[config.mk]
export PLATFORM = sky130hd
export DESIGN_NAME = sub_layer_serial
export DESIGN_NICKNAME = d
export VERILOG_FILES = /design/src/rtl/sub_layer_serial_pkg.sv /design/src/rtl/sub_layer_serial_sbox.sv /design/src/rtl/sub_layer_serial.sv
export SDC_FILE = /design/constraint.sdc
export NUM_CORES = 1
export LEC_CHECK = 0
export ABC_AREA = 1
export ABC_CLOCK_PERIOD_IN_PS = 6100
export BUFFER_PORTS_ARGS = -buffer_cell sky130_fd_sc_hd__buf_2
export CORE_MARGIN = 10
export CORE_UTILIZATION = 41
export CTS_CLUSTER_DIAMETER = 120
export DETAILED_ROUTE_END_ITERATION = 10
export MAX_ROUTING_LAYER = met4
export PLACE_DENSITY = 0.77
export SLEW_MARGIN = 10
export SYNTH_ARGS = -nofsm -noshare
export SYNTH_HDL_FRONTEND = slang
export SYNTH_SLANG_ARGS = --single-unit
[constraint.sdc]
create_clock -name clk -period 6.1 [get_ports clk]
set_input_delay 1.22 -clock clk [delete_from_list [all_inputs] [get_ports clk]]
set_output_delay 1.22 -clock clk [all_outputs]
set_load 0.01 [all_outputs]
[src/rtl/sub_layer_serial_pkg.sv]
// sub_layer_serial_pkg: shared widths and FSM encoding for the serialized uLBC-128 substitution layer.
package sub_layer_serial_pkg;
  localparam int STATE_W = 128;
  localparam int NIB_COUNT = 32;
  typedef enum logic [1:0] {IDLE, RUN, DONE} fsm_t;
endpackage

[src/rtl/sub_layer_serial_sbox.sv]
// sub_layer_serial_sbox: 4-bit uLBC S-box.
module sub_layer_serial_sbox (
  input  logic [3:0] din,
  output logic [3:0] dout
);
  // Entry k lives at bits [4k+3:4k].
  localparam logic [63:0] LUT = 64'h7563_4DC9_12EF_0A8B;
  assign dout = LUT[{din, 2'b00} +: 4];
endmodule

[src/rtl/sub_layer_serial.sv]
// sub_layer_serial: substitutes all 32 nibbles of a 128-bit state, NIB_PER_CYC nibbles per clock, LSB group first.
module sub_layer_serial
  import sub_layer_serial_pkg::*;
#(
  parameter int NIB_PER_CYC = 1
) (
  input  logic               clk,
  input  logic               rst_n,
  input  logic               in_valid,
  output logic               in_ready,
  input  logic [STATE_W-1:0] in_state,
  output logic               out_valid,
  input  logic               out_ready,
  output logic [STATE_W-1:0] out_state,
  output logic               busy
);
  localparam int N = NIB_COUNT / NIB_PER_CYC;
  localparam int CW = N > 1 ? $clog2(N) : 1;
  localparam int GW = 4 * NIB_PER_CYC;
  fsm_t state_q, state_d;
  logic [CW-1:0] cnt_q, cnt_d;
  logic [STATE_W-1:0] st_q, st_d;
  logic [GW-1:0] grp, sub;
  logic last;
  assign grp = st_q[int'(cnt_q) * GW +: GW];
  assign last = cnt_q == CW'(N - 1);
  genvar i;
  generate
    for (i = 0; i < NIB_PER_CYC; i++) begin : g_sbox
      sub_layer_serial_sbox u_sbox (.din(grp[4*i +: 4]), .dout(sub[4*i +: 4]));
    end
  endgenerate
  always_comb begin
    state_d = state_q;
    cnt_d = cnt_q;
    st_d = st_q;
    case (state_q)
      IDLE: if (in_valid) begin
        state_d = RUN;
        cnt_d = '0;
        st_d = in_state;
      end
      RUN: begin
        st_d[int'(cnt_q) * GW +: GW] = sub;
        cnt_d = last ? '0 : cnt_q + CW'(1);
        state_d = last ? DONE : RUN;
      end
      DONE: if (out_ready) state_d = IDLE;
      default: state_d = IDLE;
    endcase
  end
  always_ff @(posedge clk or negedge rst_n) begin
    if (!rst_n) begin
      state_q <= IDLE;
      cnt_q <= '0;
      st_q <= '0;
    end else begin
      state_q <= state_d;
      cnt_q <= cnt_d;
      st_q <= st_d;
    end
  end
  assign in_ready = state_q == IDLE;
  assign out_valid = state_q == DONE;
  assign busy = state_q != IDLE;
  assign out_state = st_q;
endmodule

==> impl_results.md, run 1 <==
- Status: finished clean
- Hold-critical path depth: 1
- # resized after CTS: 0
- Synth Flop Type: dfrtp_1
- Layout area overhead: 22.9%
- First-pass GRT wire length: 56200 microns
- R2r endpoint: out_state[26]$_DFFE_PN0P_
- Unrepaired setup endpoints after global routing: false
- Mux cell area share after synthesis: 0
- Dpl cells: 1744
- Pwr Density: 658 nW/um^2
- Setup TNS: 0 ns
- Worst clock skew: 0.00840 ns
- Gr usage total: 0.260
- Core area: 21000 sq um
- Final Setup Violations: 0
- Finished Cell Area: 10800 sq um
- Drt total wl: 36300 microns
- Clk pin slew, worst setup/hold paths: 0.06 ns
- Synthesized flop and latch total: 135
- Initial Util: 0.416
- Hold-fix buffers, CTS: 0
- Worst reg-to-reg path cell count: 8
- IO Port Bufs: 262
- Global route overflow: 0
- Fin. max-slew vios: 0
- Avg Inst Size Synth: 6.96 sq um
- FP Rows: 53
- Iter 0 DRT Violations: 1214
- Die H: 166 microns
- Hold Path Origin: state_q[0]$_DFFE_PN0P_
- Initial antenna violation count: 2
- Worst hold path class: register to register
- Largest net degree at the start of global routing: 85
- Via count: 10.0k
- Power consumption: 7.08 mW
- Fin crit share: 0.670
- Clock share of power: 0.154
- Final min period: 4.09 ns
- XOR/XNOR Fraction of Synth Area: 0.00615
- Htree depth: 4
- Max Cap Viol: 0
- Post-CTS Setup Inserts: 0
- Post-layout util: 0.512
- Share of cells above drive strength 1: 0.234
- Switch share: 0.550
- # IOs: 263
- Psw: 3.90 mW
- Number of enable flip-flop cells after synthesis: 0
- Placed cell areas: 10100 sq um
- Nets: 1632
- Internal power: 3.19 mW
- Hold Vio Cnt, Final: 0
- Via density: 5.63
- CTS buffer count: 17
- Min-Delay Endpoint: state_q[1]$_DFFE_PN0P_
- Number of global-route vias before repair: 10.1k
- Synth Net Count: 1401
- Asr flop ratio synth: 1.00
- Worst skew pair latency: 0.44 ns
- Worst Path Required: 6.45 ns
- Yosys warns: 0
- Largest family of logic cells by synthesized area: simple AND/OR/NAND/NOR gates
- Longest Clk Path Bufs: 2
- Top-count cell post-synth: nand2_1
- Top cells by count, synth: nand2_1 (320), nand3_1 (208), nor2_1 (143)
- Synth Area in Simple Gates: 0.367
- Sequential fraction of design power: 0.249
- Drt pass-1 iters: 5
- Worst Tran Pin Value: 1.12 ns
- DRT antenna net count: 0
- Global placer's final weighted congestion: 0.994
- Top-area cell type share of the netlist area: 0.386
- CTS tree: done
- Compound-Gate Fraction of Synth Area: 0.129
- Worst VDD drop: 0.436 mV
- RR Startpoint: cnt_q[0]$_DFFE_PN0P_
- Critical path launch point type: register
- Clock Root Buffer: clkbuf_16
- Yosys cell types: 40
- Width of the die: 166 microns
- Crit path launch: cnt_q[0]$_DFFE_PN0P_
- Sequential element share of the synthesized area: 0.386
- Clk sinks: 135
- Die area: 27600 sq um
- Area leader, netlist: dfrtp_1
- Critical Path AT: 4.44 ns
- Cells after Synth: 1257
- Fmax: 0.245 GHz
- Area contributors post-synth: dfrtp_1 (39%), nand2_1 (14%), nand3_1 (12%)
- Routed len/inst: 20.4 microns
- Non-filler instance count after layout: 1778
- Combinational fraction of design power: 0.597
- CP max FO: 65
- Leak pwr: 5.44 nW
- Post-Syn Area: 8750 sq um
- Slew Limit Headroom: 0.254
- DRC violations left: 0
- DPL Wire Length: 27900 microns
- Critical path capture point type: register
- Crit path kind: register to register
- Post-Synth Adder-Cell Area: 0.0172
- R2R Setup Slk: 2.01 ns
stage by stage:
stage,hold WS [ns],setup WS [ns]
after floorplan,0.474,3.54
after global placement,0.494,2.36
after detailed placement,0.512,2.17
after CTS,0.508,2.13
after global routing,0.540,1.74
final,0.516,2.01
placed cells by master, fill, tap and decap left out, types with 6 or more instances in the layout:
master      Yosys  final
nand3_1       208    208
o211ai_1       44     44
nand4_1        16     16
o22ai_1         7      7
inv_2           9      9
o21ai_0        15     15
dfrtp_1       135    134
clkinvlp_4      0      6
ha_1           12     12
nor2_2          8      8
clkbuf_16       0     17
inv_1         118    117
nor2_4          7      7
o21ai_1        10     10
nor2_1        143    143
nand2_2        10     10
nand2_1       320    320
buf_2          11    261
a21oi_1       102    102
a22oi_1         7      7
buf_4           6      9
cell type report:
class	instances	area (sq um)
inverter	129	488
multi-input combinational	935	4550
sequential	135	3380
fill	2129	10300
clock inverter	12	150
antenna	2	5.00
clock buffer	20	467
timing repair buffer	270	1370
tap	275	344
worst max-delay path, cell delays in order, from the launching register on:
cell and delay (ns):
dfrtp_2 0.80, inv_4 0.43, ha_1 0.94, inv_1 0.53, nor2_1 0.34, inv_1 0.16
nor3_4 0.47, nand3_1 0.12, a22oi_1 0.16
registers in the layout (all words and copies together) (netlist names):
signal,flops
state_q,2
cnt_q,5
out_state,128
per-layer routing:
layer | GRT usage | up-vias | share of wire
li1 | - | 4616 | -
met1 | 0.325 | 4703 | 0.40
met2 | 0.407 | 614 | 0.47
met3 | 0.0558 | 83 | 0.10
met4 | 0.0921 | 0 | 0.029
met5 | - | - | 0
cells by family (layout without fill, tap and decap cells):
logic type | count (synthesis) | in the layout
AO/OA/AOI/OAI | 193 | 193
AND/OR/NAND/NOR | 726 | 726
flip-flops | 135 | 135
other | 0 | 2
buffers and inverters | 187 | 431
adder cells (fa/ha/maj) | 12 | 12
XOR/XNOR | 4 | 4
power by group through the flow:
stage	clock network (mW)	logic, mW	registers, mW
final	1.09	4.23	1.76
after global routing	1.12	4.61	1.80
after CTS	1.09	4.14	1.74
after detailed placement	0	4.12	1.76
after global placement	0	4.03	1.75
after floorplan	0	2.72	1.74
worst max-delay path by stage:
stage                                      to  slack, ns  cells after the start
floorplan           out_state[96]$_DFFE_PN0P_       3.54                     16
global placement    out_state[74]$_DFFE_PN0P_       2.36                      8
detailed placement  out_state[26]$_DFFE_PN0P_       2.17                      8
CTS                 out_state[26]$_DFFE_PN0P_       2.13                      8
global route        out_state[26]$_DFFE_PN0P_       1.74                      8
finish              out_state[26]$_DFFE_PN0P_       2.01                      8
Power figures use the tool's default switching activity.
==> run 2: changes to the inputs <==
--- a/config.mk
+++ b/config.mk
@@ -5,15 +5,15 @@
 export SDC_FILE = /design/constraint.sdc
 export NUM_CORES = 1
 export LEC_CHECK = 0
-export ABC_AREA = 1
-export ABC_CLOCK_PERIOD_IN_PS = 6100
+export ABC_AREA = 0
+export ABC_CLOCK_PERIOD_IN_PS = 3900
 export BUFFER_PORTS_ARGS = -buffer_cell sky130_fd_sc_hd__buf_2
 export CORE_MARGIN = 10
 export CORE_UTILIZATION = 41
 export CTS_CLUSTER_DIAMETER = 120
 export DETAILED_ROUTE_END_ITERATION = 10
 export MAX_ROUTING_LAYER = met4
-export PLACE_DENSITY = 0.77
+export PLACE_DENSITY = 0.78
 export SLEW_MARGIN = 10
 export SYNTH_ARGS = -nofsm -noshare
 export SYNTH_HDL_FRONTEND = slang
==> constraint.sdc (replaced) <==
create_clock -name clk -period 3.9 [get_ports clk]
set_input_delay 0.78 -clock clk [delete_from_list [all_inputs] [get_ports clk]]
set_output_delay 0.78 -clock clk [all_outputs]
set_load 0.01 [all_outputs]
==> run 2 against run 1 <==
Clock skew barely moved. Design area fell by 2.6%. Sequential share of layout area rose by 0.85 points. Worst setup slack got worse by 1.6 ns. Worst hold slack got worse by 0.085 ns. Clock-buffer cell count fell by 1. Global-route usage rose by 0.74 points. Combinational power rose by 87%. Fmax rose by 16%. Synthesized area fell by 6.6%. Non-clock buffer count rose by 24. Critical path type unchanged. Largest cell class unchanged. Largest power group unchanged.
==> impl_results.md, run 2 <==
- CTS buffer count: 17
- Die H: 161 microns
- Width of the die: 161 microns
- CP delay by family, top: compound AO/OA/AOI/OAI gates
- Routed met2 length: 16400 microns
- Critical path launch point type: register
- CTS tree: done
- Gr usage total: 0.267
- Synthesized flop and latch total: 135
- Crit path kind: register to register
- Drt total wl: 35400 microns
- Layout area overhead: 28.3%
- Clock share of power: 0.145
- Htree depth: 4
- Worst reg-to-reg path cell count: 13
- Synth Flop Type: dfrtp_1
- Global route overflow: 0
- Buffers & Inverters on Critical Path: 4
- Number of enable flip-flop cells after synthesis: 0
- Met1 WL: 14600 microns
- Dpl cells: 1449
- Cells after Synth: 953
- Iter 0 DRT Violations: 1137
- # resized after CTS: 0
- Synth Area in Simple Gates: 0.166
- Fmax: 0.283 GHz
- Switch share: 0.516
- Asr flop ratio synth: 1.00
- R2r endpoint: out_state[0]$_DFFE_PN0P_
- Sequential fraction of design power: 0.238
- Compound-Gate Fraction of Synth Area: 0.273
- Synth Net Count: 1097
- DRT antenna net count: 0
- FP Rows: 51
- Yosys cell types: 53
- CP max-delay cell: dfrtp_4
- Final Setup Violations: 0
- Clk sinks: 135
- Critical Path AT: 3.86 ns
- Initial Util: 0.418
- Critical path capture point type: register
- Largest net degree at the start of global routing: 136
- Fin. max-slew vios: 0
- First-pass GRT wire length: 53200 microns
- CP Capture Point: out_state[0]$_DFFE_PN0P_
- Top sig layer: met4
- Via count: 8929
- Status: finished clean
- R2R Setup Slk: 0.37 ns
- Commonest non-fill, non-tap cells in the layout: buf_2 (261), a21oi_1 (172), dfrtp_1 (134)
- Mux cell area share after synthesis: 0.0813
- Critical path cell sequence: buf_12 > buf_12 > mux2i_1 > a22oi_1 > nand3_1 > nand4_1 > inv_1 > ha_1 > o21ai_0 > o21ai_1 > a21o_1 > buf_4 > a211oi_1
- Most common cell after layout, fill and taps aside: buf_2
- Area leader, netlist: dfrtp_1
- Max reg flops: 128
- RR Startpoint: cnt_q[0]$_DFFE_PN0P_
- DPL Wire Length: 26900 microns
- DRC violations left: 0
- IO Port Bufs: 262
- # IOs: 263
- Crit path launch: cnt_q[0]$_DFFE_PN0P_
- Worst hold path class: input pin to async pin
- CP max stage delay: 0.69 ns
- Largest family of logic cells by synthesized area: compound AO/OA/AOI/OAI gates
- Post-Syn Area: 8170 sq um
- Clock Root Buffer: clkbuf_16
- Top-count cell post-synth: a21oi_1
- Nets: 1347
- Area contributors post-synth: dfrtp_1 (41%), a21oi_1 (11%), mux2i_1 (6.6%)
- Max Cap Viol: 0
- Sequential element share of the synthesized area: 0.413
- Slew Limit Headroom: 0.264
- Leak pwr: 4.89 nW
- Drt pass-1 iters: 5
- Worst Tran Pin Value: 1.10 ns
- Inserted Diodes: 0
- Final min period: 3.53 ns
- Longest Clk Path Bufs: 2
- Global placer's final weighted congestion: 0.956
- Psw: 6.60 mW
- Worst Path Required: 4.23 ns
- Combinational fraction of design power: 0.617
- Non-filler instance count after layout: 1480
- Post-CTS Setup Inserts: 0
- Yosys warns: 0
- Number of global-route vias before repair: 8908
- Top cells by count, synth: a21oi_1 (172), dfrtp_1 (135), nor2_1 (114)
- Hold Vio Cnt, Final: 0
- Routed len/inst: 23.9 microns
- Internal power: 6.19 mW
- Unrepaired setup endpoints after global routing: false
- Clk pin slew, worst setup/hold paths: 0.06 ns
- Worst skew pair latency: 0.43 ns
- Core area: 19500 sq um
- Crit. path cell count: 13
- Share of cells above drive strength 1: 0.299
- Pwr Density: 1220 nW/um^2
- Hold-fix buffers, CTS: 0
- Die area: 26000 sq um
- Fin crit share: 0.906
- Post-Synth Adder-Cell Area: 0.0184
- Top-area cell type share of the netlist area: 0.413
- Avg Inst Size Synth: 8.57 sq um
- Met3 WL: 3400 microns
- CP max FO: 28
- Via density: 6.03
- Worst clock skew: 0.00832 ns
- Worst VDD drop: 0.605 mV
- XOR/XNOR Fraction of Synth Area: 0.00322
- Most used cell, CP: buf_12
- Setup TNS: 0 ns
- Initial antenna violation count: 0
==> run 2: cell types whose count changed after synthesis, moves of 22 or more <==
| cell | delta |
|---|---|
| nand3_1 | -195 |
| a21oi_1 | +70 |
| nand2_1 | -223 |
| o211ai_1 | -37 |
| a211oi_1 | +64 |
| inv_1 | -103 |
| clkbuf_1 | +22 |
| mux2i_1 | +54 |
| nor3_1 | +24 |
| o21ai_0 | +32 |
| nor2_1 | -29 |
==> run 2: power groups by stage <==
stage | combinational (mW) | clock, mW | sequential (mW)
finish | 7.89 | 1.86 | 3.05
global placement | 7.55 | 0 | 3.02
global route | 8.43 | 1.91 | 3.11
detailed placement | 7.71 | 0 | 3.02
floorplan | 4.49 | 0 | 3.00
CTS | 7.75 | 1.86 | 3.01
==> run 2: routing by layer <==
layer	track usage	vias up
met3	0.0587	64
li1	-	3971
met2	0.409	559
met4	0.0877	0
met1	0.346	4335
met5	-	-
==> run 2: worst min path at each step <==
stage,cells past startpoint,startpoint,slack (ns),end
after floorplan,0,rst_n,0.48,cnt_q[0]$_DFFE_PN0P_
after global placement,1,out_state[15]$_DFFE_PN0P_,0.53,out_state[15]$_DFFE_PN0P_
after detailed placement,1,out_state[15]$_DFFE_PN0P_,0.55,out_state[15]$_DFFE_PN0P_
after CTS,2,rst_n,0.52,out_state[6]$_DFFE_PN0P_
after global routing,2,rst_n,0.56,out_state[6]$_DFFE_PN0P_
final,2,rst_n,0.43,out_state[6]$_DFFE_PN0P_
==> run 2: cells by family after synthesis <==
kind of cell | Yosys count
AO/OA/AOI/OAI | 360
AND/OR/NAND/NOR | 305
flip-flops | 135
buffers and inverters | 78
multiplexers | 60
adder cells (fa/ha/maj) | 12
XOR/XNOR | 3
==> run 2: per-stage QoR <==
stage / total power, mW / utilization / hold WS (ns) / area, sq um / worst slack (ns)
4_1_cts: 12.6 / 0.537 / 0.521 / 10500 / 0.440
6_report: 12.8 / 0.537 / 0.431 / 10500 / 0.369
3_5_place_dp: 10.7 / 0.502 / 0.548 / 9810 / 0.483
2_1_floorplan: 7.49 / - / 0.484 / 8170 / 0.645
5_1_grt: 13.5 / 0.537 / 0.557 / 10500 / 0.165
3_3_place_gp: 10.6 / 0.502 / 0.535 / 9810 / 0.475
==> run 2: worst register-to-register path, delay by kind of cell, from the launching register on <==
kind	cells	cell delay, ns
fa+ha+maj	1	0.24
buf+inv	4	0.92
flops	1	0.69
mux	1	0.34
compound gates	5	0.92
simple gates	2	0.34
==> run 2: final cells by class <==
type	instances	area [sq um]
Fill cell	1837	9040
Inverter	15	56.3
Clock inverter	12	223
Timing Repair Buffer	294	1590
Tap cell	265	332
Clock buffer	19	453
Multi-Input combinational cell	740	4440
Sequential cell	135	3380
